## config.mk

```make
export PLATFORM = sky130hd
export DESIGN_NAME = soc_network_adapter_mem_responder
export DESIGN_NICKNAME = d
export VERILOG_FILES = /design/src/rtl/soc_network_adapter_mem_responder.sv
export SDC_FILE = /design/constraint.sdc
export NUM_CORES = 1
export LEC_CHECK = 0
export CAP_MARGIN = 15
export CORE_MARGIN = 1.5
export CORE_UTILIZATION = 53
export CTS_CLUSTER_SIZE = 8
export DETAILED_ROUTE_END_ITERATION = 12
export HOLD_SLACK_MARGIN = 0.12
export PLACE_DENSITY_LB_ADDON = 0.2
export REMOVE_ABC_BUFFERS = 1
export SLEW_MARGIN = 20
export SYNTH_ARGS = -nofsm -noshare
export SYNTH_HDL_FRONTEND = slang
export SYNTH_SLANG_ARGS = --single-unit
export TNS_END_PERCENT = 5
```

## constraint.sdc

```tcl
create_clock -name clk -period 3.35 [get_ports clk]
set_input_delay 0.5025 -clock clk [delete_from_list [all_inputs] [get_ports clk]]
set_output_delay 0.5025 -clock clk [all_outputs]
set_load 0.01 [all_outputs]
```

## src/rtl/soc_network_adapter_mem_responder.sv

```systemverilog
`default_nettype none
// ============================================================================
// Module   : soc_network_adapter_mem_responder
// Purpose  : NoC-side memory responder for the tile DMA engine. Accepts read
//            and write request packets on one flit channel, performs word
//            accesses on a blackbone bus master port, and returns a write
//            acknowledge or a read-data packet on the response channel.
//            One packet in flight at a time, responses in request order.
// Ports    : clk, rst (asynchronous, active-low)
//            noc_in_*   request flit channel  (flit/last/valid in, ready out)
//            noc_out_*  response flit channel (flit/last/valid out, ready in)
//            bbm_*      bus master: addr/din/en/we out, dout in (1-cycle read)
// Revision : 1.0  initial release
// ============================================================================
module soc_network_adapter_mem_responder #(
    parameter int           AW        = 32,
    parameter int           DW        = 32,
    parameter logic [4:0]   TILEID    = 5'd0,
    parameter logic [2:0]   RES_CLASS = 3'd1,
    parameter int           MAX_BURST = 256
) (
    input  logic            clk,
    input  logic            rst,
    input  logic [31:0]     noc_in_flit,
    input  logic            noc_in_last,
    input  logic            noc_in_valid,
    output logic            noc_in_ready,
    output logic [31:0]     noc_out_flit,
    output logic            noc_out_last,
    output logic            noc_out_valid,
    input  logic            noc_out_ready,
    output logic [AW-1:0]   bbm_addr_o,
    output logic [DW-1:0]   bbm_din_o,
    output logic            bbm_en_o,
    output logic            bbm_we_o,
    input  logic [DW-1:0]   bbm_dout_i
);

    localparam logic [10:0]   c_max_burst = 11'(MAX_BURST);
    localparam logic [AW-1:0] c_word_step = AW'(4);

    typedef enum logic [3:0] {
        S_IDLE   = 4'd0,
        S_ADDR   = 4'd1,
        S_WDATA  = 4'd2,
        S_DROP   = 4'd3,
        S_WACK   = 4'd4,
        S_RHDR   = 4'd5,
        S_RISSUE = 4'd6,
        S_RWAIT  = 4'd7,
        S_RSEND  = 4'd8
    } state_t;

    // Response header layout mirrors the request header: destination is the
    // requester's source id, bits [18:14] and [11] are reserved (zero).
    function automatic logic [31:0] f_resp_hdr(
        input logic [4:0]  dest,
        input logic        err,
        input logic        we,
        input logic [10:0] len
    );
        f_resp_hdr = {dest, RES_CLASS, TILEID, 5'd0, err, we, 1'b0, len};
    endfunction

    // ------------------------------------------------------------------------
    // State and registered outputs
    // ------------------------------------------------------------------------
    state_t         r_state;
    logic [4:0]     r_src;
    logic           r_we;
    logic [10:0]    r_len;
    logic [10:0]    r_count;
    logic [AW-1:0]  r_addr;
    logic           r_in_ready;
    logic [31:0]    r_out_flit;
    logic           r_out_last;
    logic           r_out_valid;
    logic [AW-1:0]  r_bus_addr;
    logic [DW-1:0]  r_bus_din;
    logic           r_bus_en;
    logic           r_bus_we;

    state_t         w_state_n;
    logic [4:0]     w_src_n;
    logic           w_we_n;
    logic [10:0]    w_len_n;
    logic [10:0]    w_count_n;
    logic [AW-1:0]  w_addr_n;
    logic           w_in_ready_n;
    logic [31:0]    w_out_flit_n;
    logic           w_out_last_n;
    logic           w_out_valid_n;
    logic [AW-1:0]  w_bus_addr_n;
    logic [DW-1:0]  w_bus_din_n;
    logic           w_bus_en_n;
    logic           w_bus_we_n;

    logic           w_in_acc;
    logic           w_out_acc;
    logic [10:0]    w_count_inc;
    logic [AW-1:0]  w_addr_inc;
    logic           w_len_bad;

    assign w_in_acc    = noc_in_valid & r_in_ready;
    assign w_out_acc   = r_out_valid & noc_out_ready;
    assign w_count_inc = r_count + 11'd1;
    assign w_addr_inc  = r_addr + c_word_step;   // wraps modulo 2^AW
    assign w_len_bad   = (r_len == 11'd0) || (r_len > c_max_burst);

    // ------------------------------------------------------------------------
    // Next-state and next-output logic. Every output is computed here one
    // cycle ahead and registered below, so the flit registers only change on
    // entry into a presenting state and stay stable while stalled.
    // ------------------------------------------------------------------------
    always_comb begin
        w_state_n     = r_state;
        w_src_n       = r_src;
        w_we_n        = r_we;
        w_len_n       = r_len;
        w_count_n     = r_count;
        w_addr_n      = r_addr;
        w_out_flit_n  = r_out_flit;
        w_out_last_n  = r_out_last;
        w_bus_addr_n  = r_bus_addr;
        w_bus_din_n   = r_bus_din;
        w_bus_en_n    = 1'b0;
        w_bus_we_n    = 1'b0;

        case (r_state)
            S_IDLE: begin
                if (w_in_acc) begin
                    w_src_n   = noc_in_flit[23:19];
                    w_we_n    = noc_in_flit[12];
                    w_len_n   = noc_in_flit[10:0];
                    w_count_n = 11'd0;
                    if (noc_in_last) begin
                        // Header-only packet: nothing to drain, answer at once.
                        w_state_n    = S_WACK;
                        w_out_flit_n = f_resp_hdr(noc_in_flit[23:19], 1'b1, 1'b1, 11'd0);
                        w_out_last_n = 1'b1;
                    end else begin
                        w_state_n = S_ADDR;
                    end
                end
            end

            S_ADDR: begin
                if (w_in_acc) begin
                    w_addr_n = AW'(noc_in_flit);
                    if (w_len_bad || (r_we && noc_in_last)) begin
                        if (noc_in_last) begin
                            w_state_n    = S_WACK;
                            w_out_flit_n = f_resp_hdr(r_src, 1'b1, 1'b1, 11'd0);
                            w_out_last_n = 1'b1;
                        end else begin
                            w_state_n = S_DROP;
                        end
                    end else if (r_we) begin
                        w_state_n = S_WDATA;
                    end else if (noc_in_last) begin
                        w_state_n    = S_RHDR;
                        w_out_flit_n = f_resp_hdr(r_src, 1'b0, 1'b0, r_len);
                        w_out_last_n = 1'b0;
                    end else begin
                        // Read request carrying extra flits is malformed.
                        w_state_n = S_DROP;
                    end
                end
            end

            S_WDATA: begin
                if (w_in_acc) begin
                    w_bus_en_n   = 1'b1;
                    w_bus_we_n   = 1'b1;
                    w_bus_addr_n = r_addr;
                    w_bus_din_n  = DW'(noc_in_flit);
                    w_addr_n     = w_addr_inc;
                    w_count_n    = w_count_inc;
                    if (noc_in_last) begin
                        // Short packet reports error with the words written.
                        w_state_n    = S_WACK;
                        w_out_flit_n = f_resp_hdr(r_src, (w_count_inc != r_len), 1'b1, w_count_inc);
                        w_out_last_n = 1'b1;
                    end else if (w_count_inc == r_len) begin
                        w_state_n = S_DROP;
                    end
                end
            end

            S_DROP: begin
                if (w_in_acc && noc_in_last) begin
                    w_state_n    = S_WACK;
                    w_out_flit_n = f_resp_hdr(r_src, 1'b1, 1'b1, r_count);
                    w_out_last_n = 1'b1;
                end
            end

            S_WACK: begin
                if (w_out_acc) begin
                    w_state_n = S_IDLE;
                end
            end

            S_RHDR: begin
                if (w_out_acc) begin
                    w_state_n    = S_RISSUE;
                    w_bus_en_n   = 1'b1;
                    w_bus_addr_n = r_addr;
                end
            end

            S_RISSUE: begin
                // Strobe is already on the bus this cycle; data follows next.
                w_state_n = S_RWAIT;
            end

            S_RWAIT: begin
                w_state_n    = S_RSEND;
                w_out_flit_n = 32'(bbm_dout_i);
                w_out_last_n = (r_count == (r_len - 11'd1));
            end

            S_RSEND: begin
                if (w_out_acc) begin
                    w_addr_n  = w_addr_inc;
                    w_count_n = w_count_inc;
                    if (w_count_inc == r_len) begin
                        w_state_n = S_IDLE;
                    end else begin
                        w_state_n    = S_RISSUE;
                        w_bus_en_n   = 1'b1;
                        w_bus_addr_n = w_addr_inc;
                    end
                end
            end

            default: begin
                w_state_n = S_IDLE;
            end
        endcase

        w_in_ready_n  = (w_state_n == S_IDLE) || (w_state_n == S_ADDR) ||
                        (w_state_n == S_WDATA) || (w_state_n == S_DROP);
        w_out_valid_n = (w_state_n == S_WACK) || (w_state_n == S_RHDR) ||
                        (w_state_n == S_RSEND);
    end

    always_ff @(posedge clk or negedge rst) begin
        if (!rst) begin
            r_state     <= S_IDLE;
            r_src       <= 5'd0;
            r_we        <= 1'b0;
            r_len       <= 11'd0;
            r_count     <= 11'd0;
            r_addr      <= '0;
            r_in_ready  <= 1'b0;
            r_out_flit  <= 32'd0;
            r_out_last  <= 1'b0;
            r_out_valid <= 1'b0;
            r_bus_addr  <= '0;
            r_bus_din   <= '0;
            r_bus_en    <= 1'b0;
            r_bus_we    <= 1'b0;
        end else begin
            r_state     <= w_state_n;
            r_src       <= w_src_n;
            r_we        <= w_we_n;
            r_len       <= w_len_n;
            r_count     <= w_count_n;
            r_addr      <= w_addr_n;
            r_in_ready  <= w_in_ready_n;
            r_out_flit  <= w_out_flit_n;
            r_out_last  <= w_out_last_n;
            r_out_valid <= w_out_valid_n;
            r_bus_addr  <= w_bus_addr_n;
            r_bus_din   <= w_bus_din_n;
            r_bus_en    <= w_bus_en_n;
            r_bus_we    <= w_bus_we_n;
        end
    end

    assign noc_in_ready  = r_in_ready;
    assign noc_out_flit  = r_out_flit;
    assign noc_out_last  = r_out_last;
    assign noc_out_valid = r_out_valid;
    assign bbm_addr_o    = r_bus_addr;
    assign bbm_din_o     = r_bus_din;
    assign bbm_en_o      = r_bus_en;
    assign bbm_we_o      = r_bus_we;

endmodule
`default_nettype wire

```

* After elaboration in Yosys (flattened, before gate mapping)
Cells that the tools add are included.
** Cells by class
- $add $sub $neg :: 3
- Magnitude comparators :: 1
- Equal/unequal tests :: 31
- Mux-type cells :: 54
- Bitwise operators :: 2
- Reduce and logical (&&, ||, !) cells :: 25
** Operators by type and width (number)
- 32-bit 2-to-1 mux :: 17
- 32-bit case mux with 3 select lines :: 2
- 32-bit case mux with 5 select lines :: 1
- 4-bit 2-to-1 mux :: 10
- 4-bit case mux with 9 select lines :: 1
- 11-bit 2-to-1 mux :: 3
- 11-bit case mux with 3 select lines :: 1
- 32-bit by 3-bit adder with 32-bit output, second input constant :: 1
- 4-bit by 3-bit equality test with 1-bit output, second input constant :: 6
- 11-bit equality test :: 2
- 2-bit != test, second input constant :: 9
- 4-bit by 2-bit equality test with 1-bit output, second input constant :: 4
- 3-bit 2-to-1 mux :: 5
- 1-bit 2-to-1 mux :: 12
- 3-bit != test, second input constant :: 4
- 11-bit by 1-bit adder with 11-bit output, second input constant :: 1
- 11-bit by 9-bit > comparator with 1-bit output, second input constant :: 1
- 11-bit zero test :: 1
- 11-bit != test :: 1
- 11-bit by 1-bit subtractor with 11-bit output, second input constant :: 1
- 10-bit AND reduction :: 1
- 3-bit nonzero test :: 3
- 4-bit by 1-bit equality test with 1-bit output, second input constant :: 2
- 4-bit equality test, second input constant :: 2
- 14 further kinds :: 25
** Storage, ports and cells
- Bits in registers :: 165
- Bits of input ports :: 69
- Output and inout port bits :: 101
- Word-level logic and storage cells :: 130

* Longest topological paths before layout
- Word-level depth :: 10
- Gate-level depth with buffers :: 11

* Least setup slack after synthesis
Ideal clock, no wire load.
- Path type :: reg-to-reg
- Start :: register r_len[0]
- End :: register r_out_flit[0] (netlist: noc_out_flit[0])
- Library setup time :: 0.125 ns
- Data arrival time :: 2.549 ns
- Required time :: 3.225 ns
- Slack :: 0.677 ns
- Stages on the path, launching flop included :: 10
- Period minus slack after synthesis :: 2.673 ns
- Path through :: dfrtp_1 > inv_1 > ha_1 > or3b_1 > buf_2 > or4_1 > and3_1 > o211ai_2 > buf_4 > mux2_2
** Between the ends
- Longest elaborated chain between the ends :: 6
- Elaborated cells on any way between the ends :: 12
- Classes of those cells :: order compare: 1; eq/ne: 2; mux: 5; reduce/logical: 4
** RTL lines
- from (decl) :: line 71 : logic [10:0] r_len;
- from (signal assigned) :: line 268 : r_len <= w_len_n;
- 11-bit by 9-bit > comparator with 1-bit output or 11-bit zero test (tied branches) :: line 108 : assign w_len_bad = (r_len == 11'd0) || (r_len > c_max_burst);
- 1-bit logical OR :: line 108
- 1-bit logical OR :: line 150 : if (w_len_bad || (r_we && noc_in_last)) begin
- 32-bit 2-to-1 mux :: line 150
- 32-bit 2-to-1 mux :: line 148 : if (w_in_acc) begin
- 32-bit case mux with 5 select lines :: line 129 : case (r_state)
- to (signal assigned) :: line 272 : r_out_flit <= w_out_flit_n;
- to (decl) :: line 75 : logic [31:0] r_out_flit;
Several ways; a longest one is shown, not always the timed one. The select of a mux whose other input is x is not followed.
A chain may end at the register's enable or synchronous reset.

* Worst setup path in the final report
- Start :: register r_count[0]
- End :: register r_bus_addr[7] (netlist: bbm_addr_o[7])
** Between the ends
- Longest elaborated chain between the ends :: 4
** RTL lines
- from (decl) :: line 72 : logic [10:0] r_count;
- from (signal assigned) :: line 269 : r_count <= w_count_n;
- 11-bit by 1-bit adder with 11-bit output :: line 106 : assign w_count_inc = r_count + 11'd1;
- 11-bit equality test :: line 227 : if (w_count_inc == r_len) begin
- 2-bit != test (no line)
- 5-bit AND reduction (no line)
- to (signal assigned) :: line 275 : r_bus_addr <= w_bus_addr_n;
- to (decl) :: line 78 : logic [AW-1:0] r_bus_addr;
Every way passes these cells.

==> flow_metrics.tcl <==
set metrics [dict create \
    worstReg2RegEnd "bbm_addr_o[7]" \
    cts_htree_levels 4 \
    setup_violations 0 \
    p_per_area_nw_per_um2 860 \
    die_area_um2 17600 \
    fin_cells 1334 \
    syn_avg_cell_area_um2 9.38 \
    synth-seq-cells 165 \
    post_cts_buffers 0 \
    crit_type "register to register" \
    cp.required_ns 3.67 \
    viasPerCell 5.98 \
    fin_ws_ns 0.417 \
    rsz0062_at_grt "false" \
    die_y_um 133 \
    cts.sinks 165 \
    critPathMaxFanout 33 \
    grt_pass1_wl_um 40000 \
    crit_path_end_kind "register" \
    ios 170 \
    die_w_um 133 \
    postCtsHoldBufs 0 \
    clk_path_buf_depth 2 \
    hp-class "input port to async pin" \
    reg2reg_from "r_count[0]" \
    postCtsResizedCells 0 \
    finalCritPeriodShare 0.876 \
    cts.clk_slew.worst_paths_ns 0.07 \
    core_um2 16500 \
    n_antenna_cell 0 \
    numCtsBuffers 17 \
    area_growth_pct 28.1 \
    worstPathBufferInverterCount 2 \
    synth.cell_area_um2 8920 \
    maxCapViolCount 0 \
    crit_path_start_kind "register" \
    hold_violations 0 \
    synthArstFlopShare 1.00 \
    slowest_delay_ns 0.51 \
    grt_pass1_vias 7645 \
    globalRoute.totalOverflow 0 \
    synth_warnings 0 \
    row_count 47 \
    numPortBuffers 169 \
    synth_edf_count 0 \
    final.min_clock_period_ns 2.93 \
    drtAntennaViolNets 0 \
    ir_worst_vdd_v 0.000493 \
    wire_per_inst_um 18.4 \
    cp.arrival_ns 3.25 \
    slew_headroom 0.497 \
    holdWs_ns 0.0943 \
    grt_max_degree 81 \
    hpwl_um 17000 \
    ys_seq_area_frac 0.463 \
    r2r_cells 9 \
    fin_nets 1173 \
    worstMarginPinSlew_ns 0.755 \
    ys.flop_type "dfrtp_1" \
    timing.fmax_mhz 341 \
    power.leakage_nw 4.83 \
    crit_chain "ha_1, nand3_1, buf_4, a2111oi_2, nor3_1, or3_4, o31a_2, buf_12, mux2_4" \
    drc 0 \
    cts_tree "done" \
    start_util 0.540 \
    outcome "completed" \
    antenna_found_initial 0 \
    cts-root-buf "clkbuf_16" \
    cp_top_family "compound AO/OA/AOI/OAI gates" \
    dp_slack_ns 0.411 \
    drt_iter0_drc 751 \
    clkLatencyLatePin_ns 0.44 \
    clock_skew_ns 0.00667 \
    route.final.wire_length_um 24500 \
    dr_total_vias 7974 \
    synth.distinct_cells 70 \
    fillers 1309 \
    firstDrtPassIters 5 \
    place_congestion 0.903 \
    syn_inst 951 \
    grt_usage 0.285 \
    dp_cells 1302 \
    cp_slowest_cell "dfrtp_1" \
    slew_violations 0 \
    drive_above_1_share 0.117 \
    reg2reg_slack_ns 0.42 \
]
-- worst reg2reg max path, cell delays in order, from the launching register on --
cell and delay [ns]:
dfrtp_1 0.51, ha_1 0.35, nand3_1 0.10, buf_4 0.20, a2111oi_2 0.26, nor3_1 0.08, or3_4 0.43, o31a_2 0.36
buf_12 0.21, mux2_4 0.33
-- through the flow --
stage	area (um2)	TNS [ns]	power, mW	util
after floorplan	8570	-26.79	5.80	-
after global placement	10900	0	7.78	0.657
after detailed placement	10900	0	7.90	0.657
after CTS	11400	0	9.84	0.692
after global routing	11400	0	10.4	0.692
final	11400	0	9.83	0.692
-- layer usage --
metal / GRT usage / vias to the layer above / share of wire
li1: - / 3692 / -
met1: 0.393 / 3922 / 0.44
met2: 0.460 / 315 / 0.47
met3: 0.0548 / 45 / 0.070
met4: 0.0836 / 0 / 0.018
met5: 0 / - / 0
-- cells in the final DEF, fill, tap and decap left out, types with 8 or more instances in the layout --
cell and count:
nor2_1 60, mux2_4 26, xnor2_1 31, inv_1 15, and3_1 11, nor3_1 25, o311ai_0 9, nor4_1 9
clkbuf_16 17, o31ai_1 8, a221o_1 10, a21oi_1 21, nand3_1 34, a22o_1 25, mux2_2 25, o21ai_0 64
xor2_1 25, buf_4 32, clkdlybuf4s50_1 168, nand2_1 189, dfrtp_1 165, a31oi_1 14, nand4_1 13
-- sequential cells by signal, summed over array words and instances, names as in the netlist --
register / flops
r_state: 4
r_addr: 32
r_we: 1
bbm_we_o: 1
bbm_addr_o: 32
noc_out_valid: 1
bbm_din_o: 32
r_len: 11
noc_in_ready: 1
r_count: 11
r_src: 5
bbm_en_o: 1
noc_out_last: 1
noc_out_flit: 32
-- cell families after synthesis --
kind of cell    share of synthesized area
compound gates                      0.164
flops                               0.463
xor+xnor                           0.0550
mux                                0.0798
simple gates                        0.189
buf+inv                            0.0456
fa+ha+maj                         0.00421
-- synthesized netlist by cell type (4+ instances only) --
cell type,number,share of area
a31oi_1,14,0.0098
a21oi_1,21,0.012
o21ai_0,64,0.036
mux2_4,26,0.044
a221o_1,10,0.011
nor3_1,26,0.015
o31ai_1,8,0.0067
o311ai_0,9,0.0088
a22oi_1,7,0.0059
nand2_1,189,0.080
o211ai_1,5,0.0042
mux2_2,25,0.032
xor2_1,25,0.025
nor4_1,9,0.0063
and2_1,4,0.0028
clkbuf_1,58,0.024
or3_1,7,0.0049
xnor2_1,31,0.030
mux2i_1,4,0.0045
buf_2,7,0.0039
a221oi_1,7,0.0069
nand4_1,13,0.0091
nor2_1,61,0.026
nand3_1,34,0.019
inv_1,15,0.0063
and3_1,11,0.0077
a22o_1,25,0.025
dfrtp_1,165,0.46
-- where the power goes --
group,switching (mW),internal (mW),total [mW]
sequential,0.832,2.81,3.64
combinational,2.03,2.25,4.28
clock,0.853,1.05,1.90
total,3.71,6.11,9.83
-- final cells by class --
cell class	instances	area (um2)	share of cell area
clock buffers	19	443	0.0388
well taps	220	275	0.0241
multi-input cells	698	4420	0.387
repair buffers	203	1970	0.173
flip-flops and latches	165	4130	0.361
clock inverters	13	124	0.0108
inverters	16	60.1	0.00526
-- worst max-delay path by stage --
stage                 start         endpoint  slack [ns]  depth (start not counted)
6_report         r_count[0]    bbm_addr_o[7]        0.42                          9
2_1_floorplan    r_state[2]    bbm_addr_o[0]       -0.90                          7
3_5_place_dp   noc_in_valid    bbm_addr_o[0]        0.41                          8
4_1_cts          r_count[0]    bbm_addr_o[7]        0.44                          9
5_1_grt            r_len[1]  noc_out_flit[7]        0.12                          9
3_3_place_gp   noc_in_valid    bbm_addr_o[0]        0.44                          8
(Power assumes the default switching activity.)
